==> src/rtl/cam_window_capture.sv <==
// Camera capture stage: samples the 8-bit camera bus, assembles RGB565 pixels,
// crops a window and emits sequential frame-buffer writes (RGB565 or grayscale).
module cam_window_capture #(
    parameter int MAX_W     = 640,
    parameter int MAX_H     = 480,
    parameter int WIN_X0    = 0,
    parameter int WIN_Y0    = 0,
    parameter int WIN_W     = 150,
    parameter int WIN_H     = 150,
    parameter int ADDR_W    = 15,
    parameter int BYTE_SWAP = 0
) (
    input  logic              clk,
    input  logic              rst_n,
    input  logic              i_cam_vsync,
    input  logic              i_cam_href,
    input  logic [7:0]        i_cam_data,
    input  logic              i_gray_mode,
    input  logic              i_freeze,
    output logic              o_wr_en,
    output logic [ADDR_W-1:0] o_wr_addr,
    output logic [15:0]       o_wr_data,
    output logic              o_frame_done,
    output logic              o_capturing,
    output logic [7:0]        o_frame_cnt,
    output logic              o_line_err
);

    localparam int XW = $clog2(MAX_W + 1);
    localparam int YW = $clog2(MAX_H + 1);
    localparam logic [XW-1:0] X_MAX = XW'(MAX_W);
    localparam logic [YW-1:0] Y_MAX = YW'(MAX_H);

    localparam logic [1:0] ST_SYNC    = 2'd0;
    localparam logic [1:0] ST_WAIT    = 2'd1;
    localparam logic [1:0] ST_CAPTURE = 2'd2;
    localparam logic [1:0] ST_HOLD    = 2'd3;

    // Luma with each channel widened to 8 bits by bit replication; the sum peaks at 65280.
    function automatic logic [7:0] f_gray(input logic [15:0] pix);
        logic [15:0] r8;
        logic [15:0] g8;
        logic [15:0] b8;
        logic [15:0] sum;
        r8  = {8'd0, pix[15:11], pix[15:13]};
        g8  = {8'd0, pix[10:5], pix[10:9]};
        b8  = {8'd0, pix[4:0], pix[4:2]};
        sum = 16'd77 * r8 + 16'd150 * g8 + 16'd29 * b8;
        return sum[15:8];
    endfunction

    logic              r_vs;
    logic              r_vs_d;
    logic              r_href;
    logic              r_href_d;
    logic [7:0]        r_data;
    logic [1:0]        r_state;
    logic [1:0]        w_state_nxt;
    logic              r_gray;
    logic [7:0]        r_first;
    logic              r_phase;
    logic [XW-1:0]     r_x;
    logic [YW-1:0]     r_y;
    logic [ADDR_W-1:0] r_addr;

    logic              r_wr_en;
    logic [ADDR_W-1:0] r_wr_addr;
    logic [15:0]       r_wr_data;
    logic              r_frame_done;
    logic              r_capturing;
    logic [7:0]        r_frame_cnt;
    logic              r_line_err;

    logic              w_vs_rise;
    logic              w_vs_fall;
    logic              w_href_fall;
    logic              w_pix_done;
    logic [15:0]       w_pixel;
    logic signed [31:0] w_xi;
    logic signed [31:0] w_yi;
    logic              w_in_win;
    logic              w_write;
    logic              w_frame_end;
    logic              w_line_bad;

    assign w_vs_rise   = r_vs & ~r_vs_d;
    assign w_vs_fall   = ~r_vs & r_vs_d;
    assign w_href_fall = ~r_href & r_href_d;
    assign w_pix_done  = r_href & r_phase;
    assign w_pixel     = (BYTE_SWAP != 0) ? {r_data, r_first} : {r_first, r_data};
    assign w_xi        = 32'(r_x);
    assign w_yi        = 32'(r_y);
    assign w_in_win    = (w_xi < MAX_W) && (w_yi < MAX_H) &&
                         (w_xi >= WIN_X0) && (w_xi < WIN_X0 + WIN_W) &&
                         (w_yi >= WIN_Y0) && (w_yi < WIN_Y0 + WIN_H);
    assign w_write     = w_pix_done & w_in_win & (r_state == ST_CAPTURE);
    assign w_frame_end = w_vs_rise & (r_state == ST_CAPTURE);
    assign w_line_bad  = (w_pix_done & (r_x == X_MAX)) | (w_href_fall & r_phase);

    // Input register stage plus one-cycle delayed copies for edge detection.
    always_ff @(posedge clk or negedge rst_n) begin
        if (!rst_n) begin
            r_vs     <= 1'b0;
            r_vs_d   <= 1'b0;
            r_href   <= 1'b0;
            r_href_d <= 1'b0;
            r_data   <= 8'd0;
        end else begin
            r_vs     <= i_cam_vsync;
            r_vs_d   <= r_vs;
            r_href   <= i_cam_href;
            r_href_d <= r_href;
            r_data   <= i_cam_data;
        end
    end

    // Frame state sequencing; SYNC discards whatever partial frame follows reset.
    always_comb begin
        w_state_nxt = r_state;
        case (r_state)
            ST_SYNC: begin
                if (w_vs_rise) w_state_nxt = ST_WAIT;
                else           w_state_nxt = ST_SYNC;
            end
            ST_WAIT: begin
                if (w_vs_fall) w_state_nxt = i_freeze ? ST_HOLD : ST_CAPTURE;
                else           w_state_nxt = ST_WAIT;
            end
            ST_CAPTURE: begin
                if (w_vs_rise) w_state_nxt = ST_WAIT;
                else           w_state_nxt = ST_CAPTURE;
            end
            ST_HOLD: begin
                if (w_vs_rise) w_state_nxt = ST_WAIT;
                else           w_state_nxt = ST_HOLD;
            end
            default: w_state_nxt = ST_SYNC;
        endcase
    end

    // Raster position, byte phase and window address tracking (runs in every state).
    always_ff @(posedge clk or negedge rst_n) begin
        if (!rst_n) begin
            r_state <= ST_SYNC;
            r_gray  <= 1'b0;
            r_first <= 8'd0;
            r_phase <= 1'b0;
            r_x     <= '0;
            r_y     <= '0;
            r_addr  <= '0;
        end else begin
            r_state <= w_state_nxt;
            if (w_vs_fall) begin
                r_gray  <= i_gray_mode;
                r_phase <= 1'b0;
                r_x     <= '0;
                r_y     <= '0;
                r_addr  <= '0;
            end else if (r_href) begin
                if (!r_phase) begin
                    r_first <= r_data;
                    r_phase <= 1'b1;
                end else begin
                    r_phase <= 1'b0;
                    r_x     <= (r_x == X_MAX) ? X_MAX : r_x + XW'(1);
                    if (w_write) r_addr <= r_addr + ADDR_W'(1);
                end
            end else if (w_href_fall) begin
                r_phase <= 1'b0;
                r_x     <= '0;
                r_y     <= (r_y == Y_MAX) ? Y_MAX : r_y + YW'(1);
            end
        end
    end

    // Registered write port, frame status and sticky line error.
    always_ff @(posedge clk or negedge rst_n) begin
        if (!rst_n) begin
            r_wr_en      <= 1'b0;
            r_wr_addr    <= '0;
            r_wr_data    <= 16'd0;
            r_frame_done <= 1'b0;
            r_capturing  <= 1'b0;
            r_frame_cnt  <= 8'd0;
            r_line_err   <= 1'b0;
        end else begin
            r_wr_en <= w_write;
            if (w_write) begin
                r_wr_addr <= r_addr;
                r_wr_data <= r_gray ? {8'd0, f_gray(w_pixel)} : w_pixel;
            end
            r_frame_done <= w_frame_end;
            if (w_frame_end) r_frame_cnt <= r_frame_cnt + 8'd1;
            r_capturing <= (w_state_nxt == ST_CAPTURE);
            if (w_line_bad) r_line_err <= 1'b1;
        end
    end

    assign o_wr_en      = r_wr_en;
    assign o_wr_addr    = r_wr_addr;
    assign o_wr_data    = r_wr_data;
    assign o_frame_done = r_frame_done;
    assign o_capturing  = r_capturing;
    assign o_frame_cnt  = r_frame_cnt;
    assign o_line_err   = r_line_err;

endmodule

==> config.mk <==
export PLATFORM = sky130hd
export DESIGN_NAME = cam_window_capture
export DESIGN_NICKNAME = d
export VERILOG_FILES = /design/src/rtl/cam_window_capture.sv
export SDC_FILE = /design/constraint.sdc
export NUM_CORES = 1
export LEC_CHECK = 0
export ABC_AREA = 0
export BUFFER_PORTS_ARGS = -buffer_cell sky130_fd_sc_hd__clkbuf_2
export CORE_ASPECT_RATIO = 1.2
export CORE_MARGIN = 4
export CORE_UTILIZATION = 28
export CTS_BUF_LIST = sky130_fd_sc_hd__clkbuf_4 sky130_fd_sc_hd__clkbuf_8
export CTS_CLUSTER_SIZE = 40
export DETAILED_ROUTE_END_ITERATION = 8
export GPL_TIMING_DRIVEN = 1
export PLACE_DENSITY_LB_ADDON = 0.08
export SLEW_MARGIN = 20
export SYNTH_ARGS = -nofsm -noshare
export SYNTH_HDL_FRONTEND = slang
export SYNTH_SLANG_ARGS = --single-unit
==> constraint.sdc <==
create_clock -name clk -period 11.6 [get_ports clk]
set_clock_uncertainty 0.05 [all_clocks]
set_input_delay 1.16 -clock clk [delete_from_list [all_inputs] [get_ports clk]]
set_output_delay 1.16 -clock clk [all_outputs]
set_load 0.1 [all_outputs]
; ---- Word level (Yosys, flattened, before mapping)
; Cells that the tools add are included.
[word_totals]
inputBits = 14
out_inout_bits = 43
reg_bits = 101
[classes]
n_addsub = 6
eq_ne = 8
n_mul = 3
reduce_logical = 15
muxes = 24
n_lt_le_gt_ge = 6
bitwise = 15
[ops]
columns = op, n
row1 = $mux 15, 4
row2 = $mux 10, 5
row3 = $mux 9, 4
row4 = $mul 7x8->15 const A, 2
row5 = $add 15x16->16, 1
row6 = $add 16x13->16, 1
row7 = $mux 16, 1
row8 = $add 15x1->15 const B, 1
row9 = $mul 5x8->13 const A, 1
row10 = $add 10x1->10 const B, 1
row11 = $eq 10x10->1 const B, 1
row12 = $ge 10x1->1 const B, 1
row13 = $lt 10x10->1 const B, 1
row14 = $lt 10x8->1 const B, 1
row15 = $add 9x1->9 const B, 1
row16 = $and 1x1->1, 9
row17 = $eq 9x9->1 const B, 1
row18 = $ge 9x1->1 const B, 1
row19 = $lt 9x8->1 const B, 1
row20 = $lt 9x9->1 const B, 1
row21 = $add 8x1->8 const B, 1
row22 = $pmux 2 s4, 1
row23 = $reduce_bool 2->1, 4
row24 = $eq 2x2->1 const B, 3
row25 = other kinds (12), 29

; ---- Depth between registers and ports, before layout
[depth]
word_depth = 12
ltp_mapped = 25

; ---- Worst setup path before layout
; OpenSTA, ideal clock, no wires.
[synth_timing]
path_kind = flip-flop to flip-flop
from = register r_first[1]
to = register r_wr_data[7], in the netlist o_wr_data[7]
required_time_ns = 11.467
setup_slack_ns = 5.424
setup_ns = 0.083
period_less_slack_ns = 6.176
arrival_time_ns = 6.043
stages_incl_launch_ff = 23
path_cell_list = dfrtp_1 > ha_1 > ha_1 > inv_1 > fa_1 > fa_1 > inv_1 > ha_1 > xnor2_1 > fa_1 > fa_1 > inv_1 > fa_1 > fa_1 > inv_1 > ha_1 > a21oi_1 > o21ai_0 > nand3_1 > o21ai_0 > nor3_1 > xor3_1 > o21ai_0
[synth_between]
elab_chain_len = 4
[synth_lines]
columns = item, line
row1 = "start, declared", 60  ; logic [7:0] r_first;
row2 = "start signal, assigned", 161  ; r_first <= r_data;
row3 = $mul 7x8->15, 48  ; sum = 16'd77 * r8 + 16'd150 * g8 + 16'd29 * b8;
row4 = $add 15x16->16, 48
row5 = $add 16x13->16, 48
row6 = $mux 16, 190  ; r_wr_data <= r_gray ? {8'd0, f_gray(w_pixel)} : w_pixel;
row7 = "end signal, assigned", 190
row8 = "end, declared", 68  ; logic [15:0] r_wr_data;
; No other way between the ends.
; A chain may end at the register's enable or synchronous reset.

; ---- Final worst setup path
[layout_timing]
from = register r_first[1]
to = register r_wr_data[5], in the netlist o_wr_data[5]
; The elaborated chain is that of the path after synthesis.

==> results.json <==
{
  "placement.io_buffers": 56,
  "worstSetupEndpointType": "flop",
  "hold_class": "reg2reg",
  "status": "complete, no violations",
  "max_freq_mhz": 147,
  "start_util_pct": 28.4,
  "fin_nets": 967,
  "worstPathRequired_ps": 11830,
  "hold_buffers": 0,
  "cts_buffer_depth": 2,
  "layout-drive-gt1-share_pct": 11.3,
  "critical_path_class": "reg2reg",
  "ys_ff_latch": 101,
  "clock-sinks": 101,
  "tightest_slew_ps": 927,
  "grt_pass1_wl_mm": 30.6,
  "gp_congestion": 0.860,
  "syn_avg_cell_area_um2": 9.80,
  "start_kind": "flop",
  "vias": 5394,
  "critical_path_arrival_ps": 7030,
  "core.rowCount": 65,
  "die_y_um": 186,
  "fp.dieW_um": 157,
  "cts_tree": "yes",
  "rsz0062_at_grt": "no",
  "relSlewSlack_pct": 38.2,
  "hpwlAfterDp_mm": 14.5,
  "syn_area_um2": 7430,
  "die_area_um2": 29200,
  "clk_pin_slew_ps": 100,
  "grt_pass1_vias": 5802,
  "grt_overflow_total": 0,
  "ios": 57,
  "num_antenna_cells": 0,
  "drc": 0,
  "drtIter0Drc": 194,
  "nFillCells": 2778,
  "synth_nets": 915,
  "antenna_found_initial": 0,
  "worst-path-max-fanout": 8,
  "clk_latency_ps": 390,
  "yosysWarnings": 0,
  "slew_viol_final": 0,
  "synth_edf_count": 0,
  "yosysSeqAreaShare_pct": 34.0,
  "vias_per_cell": 4.69,
  "syn_inst": 758,
  "coreArea_um2": 26200,
  "cts_resized": 0,
  "yosysUniqueCellTypes": 52,
  "drt-pass1-iter-count": 4,
  "htree_levels": 3,
  "grt_max_degree": 71,
  "cap_violations": 0,
  "drt-wirelength-per-cell_um": 16.0,
  "numCtsBuffers": 9,
  "wl_mm": 18.4,
  "area_delta_synth_final_pct": 11.2,
  "async_reset_ff_share_pct": 100,
  "synth-main-ff-cell": "dfrtp_1",
  "setup-violations-final": 0,
  "fin_crit_ps": 6790,
  "min_period_over_period_pct": 58.6,
  "grt_usage_pct": 13.2,
  "post_cts_buffers": 0,
  "hold_violations": 0,
  "root_buffer": "clkbuf_8",
  "finalSetupTns_ps": 0,
  "ant_nets": 0
}
==> Yosys cell counts (8+ instances only) <==
| library cell | number | area, um2 |
|---|---|---|
| and3_1 | 15 | 93.8 |
| nand4_1 | 11 | 68.8 |
| a21oi_1 | 33 | 165 |
| o21ai_0 | 40 | 200 |
| clkbuf_1 | 21 | 78.8 |
| xnor2_1 | 15 | 131 |
| inv_1 | 97 | 364 |
| o31ai_1 | 11 | 82.6 |
| nand3_1 | 20 | 100 |
| xor2_1 | 17 | 149 |
| nor2_1 | 44 | 165 |
| fa_1 | 54 | 1080 |
| dfrtp_1 | 101 | 2530 |
| ha_1 | 89 | 1110 |
| a21o_1 | 9 | 67.6 |
| nand2_1 | 98 | 368 |
| nand2b_1 | 8 | 50.1 |
| or3_1 | 8 | 50.1 |
==> worst paths after layout <==
kind | start | endpoint | slack (ps) | depth (start not counted)
max | r_first[1] | o_wr_data[5] | 4810 | 20
min | o_line_err | o_line_err | 420 | 1
max reg2reg | r_first[1] | o_wr_data[5] | 4810 | 20
min reg2reg | o_line_err | o_line_err | 420 | 1
max in group asynchronous | rst_n | o_frame_cnt[4] | 9560 | 2
min in group asynchronous | rst_n | r_addr[13] | 660 | 1
==> cell usage in the layout (no fill, tap or decap), types with 15 or more instances in the layout <==
cell      instances
a21oi_1          33
and3_1           15
clkbuf_2         55
dfrtp_1         101
fa_1             54
ha_1             89
inv_1            97
nand2_1          98
nand3_1          20
nor2_1           44
o21ai_0          40
xnor2_1          15
xor2_1           17
==> cell type report <==
class	instances	area (um2)	share of cell area (%)
Sequential cell	101	2530	30.6
Clock inverter	7	41.3	0.499
Timing Repair Buffer	63	335	4.06
Multi-Input combinational cell	538	4460	53.9
Tap cell	335	419	5.07
Clock buffer	9	124	1.50
Inverter	97	364	4.40
==> worst max-delay path: stages, from the launching register on <==
cell and delay [ps]:
dfrtp_1 530, ha_1 290, ha_1 270, inv_1 50, fa_1 490, fa_1 520, inv_1 40, ha_1 320
xnor2_1 220, fa_1 470, fa_1 520, inv_1 50, fa_1 460, fa_1 570, inv_1 50, ha_1 250
a2111oi_0 610, o21bai_1 240, a221oi_1 370, mux2i_1 230, nand2_1 60
==> flip-flops by register name, indices dropped and copies added (netlist names), 2 cells and up <==
name / flops
o_frame_cnt: 8
o_wr_addr: 15
o_wr_data: 16
r_addr: 15
r_data: 8
r_first: 8
r_state: 2
r_x: 10
r_y: 9
==> routing by layer <==
metal | GRT usage (%) | up-vias | part of all wire (%)
li1 | - | 2624 | -
met1 | 16.4 | 2688 | 44
met2 | 23.1 | 55 | 52
met3 | 1.62 | 27 | 1.8
met4 | 4.91 | 0 | 2.7
met5 | 0 | - | 0
==> logic make-up after synthesis <==
logic type	after synthesis	synth area share, %
flops	101	34.0
buf+inv	119	6.03
compound gates	119	10.2
fa+ha+maj	143	29.5
mux	7	1.01
simple gates	236	15.1
xor+xnor	33	4.09
==> stage by stage <==
step	worst slack [ps]	hold WS (ps)	area, um2	util (%)	instances
3_3_place_gp	5010	396	8100	30.9	1134
2_1_floorplan	5420	302	7430	-	758
5_1_grt	4380	448	8270	31.6	1150
3_5_place_dp	4810	395	8100	30.9	1134
6_report	4810	417	8270	31.6	1150
4_1_cts	4780	420	8270	31.6	1150
Power is left out: the tool's default activity adds up to more than one toggle a clock period on the data nets, which glitch-free logic cannot reach.
